==> config.mk <==
export PLATFORM = sky130hd
export DESIGN_NAME = sync_fifo
export DESIGN_NICKNAME = d
export VERILOG_FILES = /design/src/rtl/sync_fifo_pkg.sv /design/src/rtl/sync_fifo_mem.sv /design/src/rtl/sync_fifo.sv
export SDC_FILE = /design/constraint.sdc
export NUM_CORES = 1
export LEC_CHECK = 0
export ABC_AREA = 1
export CORE_MARGIN = 3
export CORE_UTILIZATION = 30
export DETAILED_ROUTE_END_ITERATION = 6
export SYNTH_ARGS = -nofsm -noshare
export SYNTH_HDL_FRONTEND = slang
export SYNTH_SLANG_ARGS = --single-unit
==> constraint.sdc <==
create_clock -name CLK -period 2.3 [get_ports CLK]
set_input_delay 0.575 -clock CLK [delete_from_list [all_inputs] [get_ports CLK]]
set_output_delay 0.575 -clock CLK [all_outputs]
set_load 0.01 [all_outputs]
==> src/rtl/sync_fifo_pkg.sv <==
// Shared constants for the single-clock FIFO.
//   FIFO_DATA_W / FIFO_ADDR_W / FIFO_DEPTH : default parameter values
//   cnt_width()                            : occupancy counter width for a given depth
package sync_fifo_pkg;

    localparam int unsigned FIFO_DATA_W = 8;
    localparam int unsigned FIFO_ADDR_W = 4;
    localparam int unsigned FIFO_DEPTH  = 8;

    // Counter must hold 0..depth inclusive.
    function automatic int unsigned cnt_width(input int unsigned depth);
        return $clog2(depth + 1);
    endfunction

endpackage

==> src/rtl/sync_fifo_mem.sv <==
// DEPTH x DATA_W storage for sync_fifo: one synchronous write port and one
// registered read port with read enable. Only the read register is reset;
// the storage array keeps its contents across reset.
//   clk      in   rising-edge clock
//   rst_n    in   synchronous active-low reset (clears rd_data only)
//   wr_en    in   write strobe
//   wr_addr  in   write address (always < DEPTH)
//   wr_data  in   write data
//   rd_en    in   read strobe; rd_data loads mem[rd_addr] when set
//   rd_addr  in   read address (always < DEPTH)
//   rd_data  out  registered read data, holds when rd_en is low
module sync_fifo_mem
    import sync_fifo_pkg::*;
#(
    parameter int unsigned DATA_W = FIFO_DATA_W,
    parameter int unsigned ADDR_W = FIFO_ADDR_W,
    parameter int unsigned DEPTH  = FIFO_DEPTH
) (
    input  logic              clk,
    input  logic              rst_n,
    input  logic              wr_en,
    input  logic [ADDR_W-1:0] wr_addr,
    input  logic [DATA_W-1:0] wr_data,
    input  logic              rd_en,
    input  logic [ADDR_W-1:0] rd_addr,
    output logic [DATA_W-1:0] rd_data
);

    // Index width sized to the array; pointer upper bits are always zero.
    localparam int unsigned IDX_W = (DEPTH > 1) ? $clog2(DEPTH) : 1;

    logic [DATA_W-1:0] mem [DEPTH];

    // Write port.
    always_ff @(posedge clk) begin
        if (wr_en) begin
            mem[IDX_W'(wr_addr)] <= wr_data;
        end
    end

    // Registered read port; a same-cycle write to the same slot is not seen.
    always_ff @(posedge clk) begin
        if (!rst_n) begin
            rd_data <= '0;
        end else if (rd_en) begin
            rd_data <= mem[IDX_W'(rd_addr)];
        end
    end

endmodule

==> src/rtl/sync_fifo.sv <==
// Single-clock circular FIFO with registered read data and exposed pointers.
//   CLK      in   rising-edge clock
//   RST      in   synchronous active-low reset
//   wr_en    in   write request
//   rd_en    in   read request
//   data_in  in   write data
//   wr_adr   out  next slot to write
//   rd_adr   out  next slot to read
//   empty    out  occupancy == 0 (decoded from registered count)
//   full     out  occupancy == DEPTH (decoded from registered count)
//   data_out out  registered read data, holds when no read is accepted
module sync_fifo
    import sync_fifo_pkg::*;
#(
    parameter int unsigned DATA_W = FIFO_DATA_W,
    parameter int unsigned ADDR_W = FIFO_ADDR_W,
    parameter int unsigned DEPTH  = FIFO_DEPTH
) (
    input  logic              CLK,
    input  logic              RST,
    input  logic              wr_en,
    input  logic              rd_en,
    input  logic [DATA_W-1:0] data_in,
    output logic [ADDR_W-1:0] wr_adr,
    output logic [ADDR_W-1:0] rd_adr,
    output logic              empty,
    output logic              full,
    output logic [DATA_W-1:0] data_out
);

    localparam int unsigned       CNT_W    = cnt_width(DEPTH);
    localparam logic [CNT_W-1:0]  CNT_FULL = CNT_W'(DEPTH);
    localparam logic [ADDR_W-1:0] PTR_LAST = ADDR_W'(DEPTH - 1);

    logic [CNT_W-1:0]  count;
    logic [CNT_W-1:0]  count_nxt;
    logic [ADDR_W-1:0] wr_adr_nxt;
    logic [ADDR_W-1:0] rd_adr_nxt;
    logic              wr_accept;
    logic              rd_accept;
    logic              mem_we;

    // Flags are pure decodes of the registered occupancy.
    assign empty = (count == '0);
    assign full  = (count == CNT_FULL);

    // Accept decisions and next pointer/count values.
    always_comb begin
        wr_accept  = 1'b0;
        rd_accept  = 1'b0;
        wr_adr_nxt = wr_adr;
        rd_adr_nxt = rd_adr;
        count_nxt  = count;

        // A read frees a slot this cycle, so a full FIFO still takes a write
        // when paired with a read. A read never passes an empty FIFO, even
        // with a simultaneous write.
        wr_accept = wr_en && (!full || rd_en);
        rd_accept = rd_en && !empty;

        if (wr_accept) begin
            wr_adr_nxt = (wr_adr == PTR_LAST) ? '0 : wr_adr + ADDR_W'(1);
        end
        if (rd_accept) begin
            rd_adr_nxt = (rd_adr == PTR_LAST) ? '0 : rd_adr + ADDR_W'(1);
        end

        unique case ({wr_accept, rd_accept})
            2'b10:   count_nxt = count + CNT_W'(1);
            2'b01:   count_nxt = count - CNT_W'(1);
            default: count_nxt = count;
        endcase
    end

    // Pointer and occupancy registers.
    always_ff @(posedge CLK) begin
        if (!RST) begin
            wr_adr <= '0;
            rd_adr <= '0;
            count  <= '0;
        end else begin
            wr_adr <= wr_adr_nxt;
            rd_adr <= rd_adr_nxt;
            count  <= count_nxt;
        end
    end

    // Reset also suppresses a write requested in the same cycle.
    assign mem_we = wr_accept && RST;

    sync_fifo_mem #(
        .DATA_W (DATA_W),
        .ADDR_W (ADDR_W),
        .DEPTH  (DEPTH)
    ) u_mem (
        .clk     (CLK),
        .rst_n   (RST),
        .wr_en   (mem_we),
        .wr_addr (wr_adr),
        .wr_data (data_in),
        .rd_en   (rd_accept),
        .rd_addr (rd_adr),
        .rd_data (data_out)
    );

endmodule

==> impl_metrics.py, run 1 <==
metrics = {
    "run_status": {
        "status": "finished, final reports clean",
    },
    "grt": {
        "overflow": 0,
        "grt_pass1_vias": 2626,
        "grt.total_usage": 0.123,
        "grt_max_degree": 36,
        "grt_pass1_wl_mm": 13.5,
        "antenna_found_initial": 0,
    },
    "final_layout": {
        "utilization": 0.378,
        "final_nets": 453,
        "diodes": 0,
        "syn_to_final_growth_pct": 22.2,
        "fill_cells": 1214,
        "drive_gt1_frac": 0.100,
    },
    "floorplanning": {
        "fp.dieW_microns": 118,
        "initial_utilization": 0.310,
        "io_pins": 30,
        "die_h_microns": 118,
        "core_area_sq_um": 12100,
        "rows": 40,
        "dieArea_sq_um": 13900,
    },
    "clock_network": {
        "cts.sinks": 84,
        "cts_tree": "yes",
        "postCtsSetupBuffers": 0,
        "cts_buffers": 9,
        "clock-root-buffer": "clkbuf_16",
        "clock_latency_ps": 340,
        "clk_pin_slew_worst_paths_ps": 60,
        "hold_buffers": 0,
        "h-tree-depth": 3,
        "clock_path_buffers": 2,
    },
    "sta": {
        "fin_crit_sh": 0.935,
        "fin_crit_ps": 2150,
        "worst_slew_pin_slew_ps": 431,
        "slew_viol_final": 0,
        "fin_setup_tns_ps": 0,
        "slew_headroom": 0.713,
        "rsz0062_at_grt": "false",
        "fin_skew_ps": 6.62,
        "fmax_ghz": 0.465,
        "hold_viol": 0,
        "setup_viol": 0,
    },
    "place": {
        "dp.final_hpwl_mm": 5.40,
        "port-buffer-count": 29,
        "gp_congestion": 0.814,
    },
    "critical_path": {
        "crit_type": "input port to flop",
        "slowest_delay_ps": 480,
        "arrival_ps": 2420,
        "path_cells": "clkdlybuf4s50_1 -> inv_1 -> nand4_1 -> nand2_2 -> ha_1 -> ha_1 -> or2_2 -> nand2_1 -> nand3_1 -> nand2_1 -> nand2_1 -> a21oi_1",
        "crit_path_frequent_cell": "nand2_1",
        "end_kind": "flop",
        "critPathLaunchType": "input port",
        "cp_slowest_cell": "clkdlybuf4s50_1",
        "reg2reg_depth": 12,
        "cp.required_ps": 2570,
        "crit_fanout": 2,
    },
    "yosys": {
        "ys_seq_area_frac": 0.619,
        "synth-xor-area-share": 0.00935,
        "syn_nets": 408,
        "synth_seq_cells": 84,
        "synthSimpleGateAreaFrac": 0.215,
        "synth_cell_types": 28,
        "synth_compound_area_frac": 0.0320,
        "ys_warn_count": 0,
        "avgSynthCellArea_sq_um": 9.61,
        "synth_area_sq_um": 3750,
        "netlist_instances": 390,
        "synthAdderAreaFrac": 0.0220,
        "synth_top_family_by_area": "simple AND/OR/NAND/NOR gates",
        "muxShareOfSynthArea": 0,
    },
    "power_and_ir_drop": {
        "ir_drop_uv": 359,
        "leakagePower_nw": 1.91,
        "p_per_area_nw_per_um2": 1030,
    },
    "detailed_routing": {
        "drt_iter0_drc": 193,
        "route.detailed.drc": 0,
        "drt-total-wl_mm": 8.09,
        "via_per_inst": 4.41,
        "dr.pass1.iters": 4,
        "final_antenna_net_count": 0,
        "vias": 2683,
        "detail_route.wl_per_cell_microns": 13.3,
    },
    "flow_run": {
        "cap_violations": 0,
    },
    "worst_hold_path": {
        "whs_path_depth": 2,
        "hp-class": "flop to flop",
    },
}
## flip-flops by register name (all words and copies together), names as in the netlist
| register | flops |
|---|---|
| rd_adr | 4 |
| u_mem.mem | 64 |
| count | 4 |
| u_mem.rd_data | 8 |
| wr_adr | 4 |
## report_power, final
group | leakage, nW | internal, W | switching (W)
Sequential | 0.742 | 0.00175 | 0.0000783
Combinational | 1.02 | 0.000542 | 0.000891
Clock | 0.145 | 0.000848 | 0.000593
Total | 1.91 | 0.00314 | 0.00156
## logic make-up after synthesis
group,after synthesis
simple gates,188
fa+ha+maj,6
xor+xnor,4
flops,84
compound gates,24
buf+inv,84
## placed cells by master (no fill, tap or decap), types with 9 or more instances in the layout
cell type	count
nand3_1	54
clkdlybuf4s50_1	28
edfxtp_1	64
nand2_1	111
inv_1	65
buf_4	19
dfxtp_1	20
a21oi_1	17
nor2_1	11
clkbuf_16	9
## worst max-delay path: cells and delay by family
family	cells	cell delay (ps)
AO/OA/AOI/OAI	1	110
buffers and inverters	2	520
AND/OR/NAND/NOR	7	700
adder cells (fa/ha/maj)	2	520
## per-layer routing
metal / GRT usage / vias to the layer above / routed length, microns
met1: 0.160 / 1255 / 3550
met3: 0.0202 / 11 / 330
met2: 0.202 / 62 / 4050
met4: 0.0527 / 0 / 160
li1: - / 1355 / -
met5: 0 / - / 0
## cell type report
cell class	instances	area, sq um	share of cell area
repair buffers	48	435	0.0950
multi-input cells	222	1040	0.228
clock buffers	9	225	0.0492
well taps	168	210	0.0459
inverters	70	270	0.0590
clock inverters	7	75.1	0.0164
flip-flops and latches	84	2320	0.507
## metrics by stage
step | hold WS (ps) | setup WS [ps] | total power [W] | std cells | area (sq um)
floorplan | 463 | 318 | 0.00286 | 390 | 3750
global placement | 457 | -111 | 0.00325 | 592 | 4280
detailed placement | 459 | -193 | 0.00329 | 592 | 4280
CTS | 468 | 57.2 | 0.00474 | 608 | 4580
global route | 485 | 29.3 | 0.00499 | 608 | 4580
finish | 464 | 149 | 0.00470 | 608 | 4580
## synth_stat cells
library cell,number,area (sq um)
xor2_1,3,26.3
a21oi_1,17,85.1
inv_2,2,7.51
buf_6,6,67.6
nor2_2,1,6.26
nand3_1,54,270
buf_2,3,15.0
nor2_1,11,41.3
inv_4,1,6.26
xnor2_1,1,8.76
or2_2,1,6.26
inv_6,1,8.76
nand4_1,1,6.26
dfxtp_1,20,400
nand3_2,2,20.0
nand2_2,2,12.5
clkbuf_1,2,7.51
buf_4,3,22.5
fa_1,1,20.0
ha_1,5,62.6
nor4_1,1,6.26
nand2_1,111,417
o21ai_0,6,30.0
edfxtp_1,64,1920
nor3_1,4,20.0
clkinv_1,1,3.75
o21ai_1,1,5.00
inv_1,65,244
## what timing repair did
item	in CTS	in global routing
resized for setup	0	1
endpoints found under the setup margin	0	1
endpoints found under the hold margin	0	0
## path summary, 6_finish.rpt
| kind | startpoint | endpoint | slack, ps |
|---|---|---|---|
| hold / removal | u_mem.rd_data[5] | u_mem.rd_data[5] | 460 |
| hold reg to reg | u_mem.rd_data[5] | u_mem.rd_data[5] | 460 |
| setup reg to reg | count[1] | count[3] | 370 |
| setup / recovery | rd_en | count[3] | 150 |
Note: power is estimated with default switching activity, not from simulation.
==> run 2: changes to the inputs <==
Settings changed: CTS_CLUSTER_DIAMETER set to 50, SKIP_CTS_REPAIR_TIMING set to 1.
==> results of run 2 <==
No change in the layout: final DEF, timing and power equal those of run 1.
==> run 3: changes to the inputs <==
Settings changed: CORE_MARGIN 3 to not set, GPL_ROUTABILITY_DRIVEN set to 0, SYNTH_HIERARCHICAL set to 1.
==> run 3 against run 2 <==
Against the previous run: non-clock buffer count up 4; sequential share of layout area down 1.4 points; first-iteration DRC count down 9.8%; wire length down 1.8%.
==> impl_metrics.py, run 3 <==
metrics = {
    "run_status": {
        "status": "finished, final reports clean",
    },
    "clock_network": {
        "clock-root-buffer": "clkbuf_16",
        "cts.sinks": 84,
        "clock_path_buffers": 2,
        "clk_pin_slew_worst_paths_ps": 60,
        "h-tree-depth": 3,
        "cts_tree": "yes",
        "cts_buffers": 9,
        "clock_latency_ps": 340,
    },
    "detailed_routing": {
        "via_per_inst": 4.25,
        "drt_iter0_drc": 174,
        "final_antenna_net_count": 0,
        "route.detailed.drc": 0,
        "dr.pass1.iters": 4,
        "drt-total-wl_mm": 7.95,
        "detail_route.wl_per_cell_microns": 12.5,
        "vias": 2701,
    },
    "power_and_ir_drop": {
        "p_sw_frac": 0.326,
        "ir_drop_uv": 400,
        "p_int_w": 0.00303,
        "clkPwrFrac": 0.281,
        "p_sw_w": 0.00147,
        "fin_total_pwr_w": 0.00450,
        "power_frac_seq": 0.411,
        "leakagePower_nw": 2.03,
        "p_per_area_nw_per_um2": 955,
        "power_frac_comb": 0.308,
    },
    "final_layout": {
        "reg_top3": "u_mem/mem (64), u_mem/rd_data (8)",
        "final_nets": 476,
        "seqCellArea_sq_um": 2320,
        "fin_area_sq_um": 4710,
        "fill_cells": 1245,
        "utilization": 0.375,
        "multi_input_area_sq_um": 1110,
        "syn_to_final_growth_pct": 21.8,
        "final_cell_mix": "nand2_1, inv_1, edfxtp_1",
        "diodes": 0,
        "largest-register": "u_mem/mem",
        "drive_gt1_frac": 0.114,
        "layout_commonest_cell": "nand2_1",
        "largest_register_ffs": 64,
    },
    "grt": {
        "antenna_found_initial": 0,
        "grt_max_degree": 38,
        "grt.total_usage": 0.131,
        "grt_pass1_wl_mm": 13.0,
        "grt_pass1_vias": 2592,
        "overflow": 0,
    },
    "sta": {
        "slew_headroom": 0.722,
        "fin_crit_ps": 2190,
        "fmax_ghz": 0.456,
        "hold_viol": 0,
        "worst_slew_pin_slew_ps": 416,
        "fin_skew_ps": 10.7,
        "slew_viol_final": 0,
        "setup_viol": 0,
        "rsz0062_at_grt": "false",
        "fin_crit_sh": 0.953,
        "fin_hold_ws_ps": 531,
    },
    "yosys": {
        "synth_common_cells": "nand2_1, inv_1, edfxtp_1",
        "synth_top_cell_by_area": "edfxtp_1",
        "synth_most_common_cell": "nand2_1",
        "synth_edf_count": 64,
        "syn_nets": 425,
        "avgSynthCellArea_sq_um": 9.50,
        "ys_seq_area_frac": 0.601,
        "synth_top_area_frac": 0.497,
        "synth_seq_cells": 84,
        "ys_warn_count": 6,
        "ys.flop_type": "edfxtp_1",
        "yosys-top-cells-area": "edfxtp_1, dfxtp_1, nand2_1, inv_1, nand3_1",
        "synth_area_sq_um": 3860,
        "netlist_instances": 407,
        "synth_cell_types": 28,
        "synthArstFlopShare": 0,
    },
    "critical_path": {
        "critPathLaunchType": "flop",
        "arrival_ps": 1620,
        "end_kind": "primary output",
        "cp.required_ps": 1730,
        "crit_fanout": 6,
        "crit_type": "flop to primary output",
    },
    "floorplanning": {
        "die_h_microns": 116,
        "rows": 41,
        "io_pins": 30,
        "fp.dieW_microns": 116,
        "dieArea_sq_um": 13300,
        "core_area_sq_um": 12600,
        "initial_utilization": 0.308,
    },
    "place": {
        "port-buffer-count": 29,
        "post_dp_cell_area_sq_um": 4450,
        "dp.final_hpwl_mm": 5.26,
    },
    "flow_run": {
        "cap_violations": 0,
    },
    "worst_hold_path": {
        "hp-class": "flop to flop",
    },
}
==> run 3: changes by cell type in the layout (fill, tap and decap cells not counted), moves of 4 or more <==
cell     previous run  this run
a21oi_1            17        13
a21oi_2             0         4
buf_4              19        23
inv_1              65        85
nand2_1           111        96
nand3_1            54        58
nor2_1             11        16
nor3_1              4         0
o21ai_0             6        12
==> run 3: logic make-up (layout without fill, tap and decap cells) <==
family,Yosys count,after routing,share of synthesized area
and+or+nand+nor,182,182,0.213
buffers and inverters,101,157,0.112
DFF,84,84,0.601
AOI/OAI and AO/OA,31,31,0.0456
adders and majority gates,6,6,0.0214
xor gates and xnor gates,3,3,0.00680
==> run 3: worst paths after layout <==
check / startpoint / to / slack, ps / cells after the start
setup / recovery: count[0] / empty / 110 / 4
hold / removal: u_mem/rd_data[4] / u_mem/rd_data[4] / 530 / 2
setup reg to reg: count[0] / count[3] / 370 / 12
hold reg to reg: u_mem/rd_data[4] / u_mem/rd_data[4] / 530 / 2
==> run 3: metrics by stage <==
stage          cells  worst slack, ps  setup TNS, ps
5_1_grt          635             36.1              0
4_1_cts          635             86.9              0
3_3_place_gp     619             -153          -3720
3_5_place_dp     619             -208          -5050
2_1_floorplan    407              455              0
6_report         635              108              0
==> run 3: worst max-delay path: stages, from the launching register on <==
cell and delay [ps]:
dfxtp_1 380, nor2_4 190, nand3_4 120, inv_1 70, clkdlybuf4s50_1 520
==> run 3: cell type report <==
cell class,count,share of cell area
Inverter,89,0.0720
Timing Repair Buffer,52,0.0983
Sequential cell,84,0.493
Clock inverter,7,0.00718
Tap cell,172,0.0457
Multi-Input combinational cell,222,0.236
Clock buffer,9,0.0478
==> run 3: power by group through the flow <==
| stage | Sequential (W) | Clock, W | Combinational (W) |
|---|---|---|---|
| after global placement | 0.00188 | 0 | 0.00137 |
| after floorplan | 0.00191 | 0 | 0.000924 |
| final | 0.00185 | 0.00126 | 0.00139 |
| after global routing | 0.00186 | 0.00136 | 0.00156 |
| after CTS | 0.00185 | 0.00130 | 0.00140 |
| after detailed placement | 0.00188 | 0 | 0.00139 |
==> run 3: routing by layer <==
| layer | track usage | up-vias | wire (microns) |
|---|---|---|---|
| met2 | 0.222 | 60 | 3950 |
| li1 | - | 1400 | - |
| met1 | 0.163 | 1239 | 3600 |
| met5 | 0 | - | 0 |
| met3 | 0.0335 | 2 | 348 |
| met4 | 0.0459 | 0 | 53 |
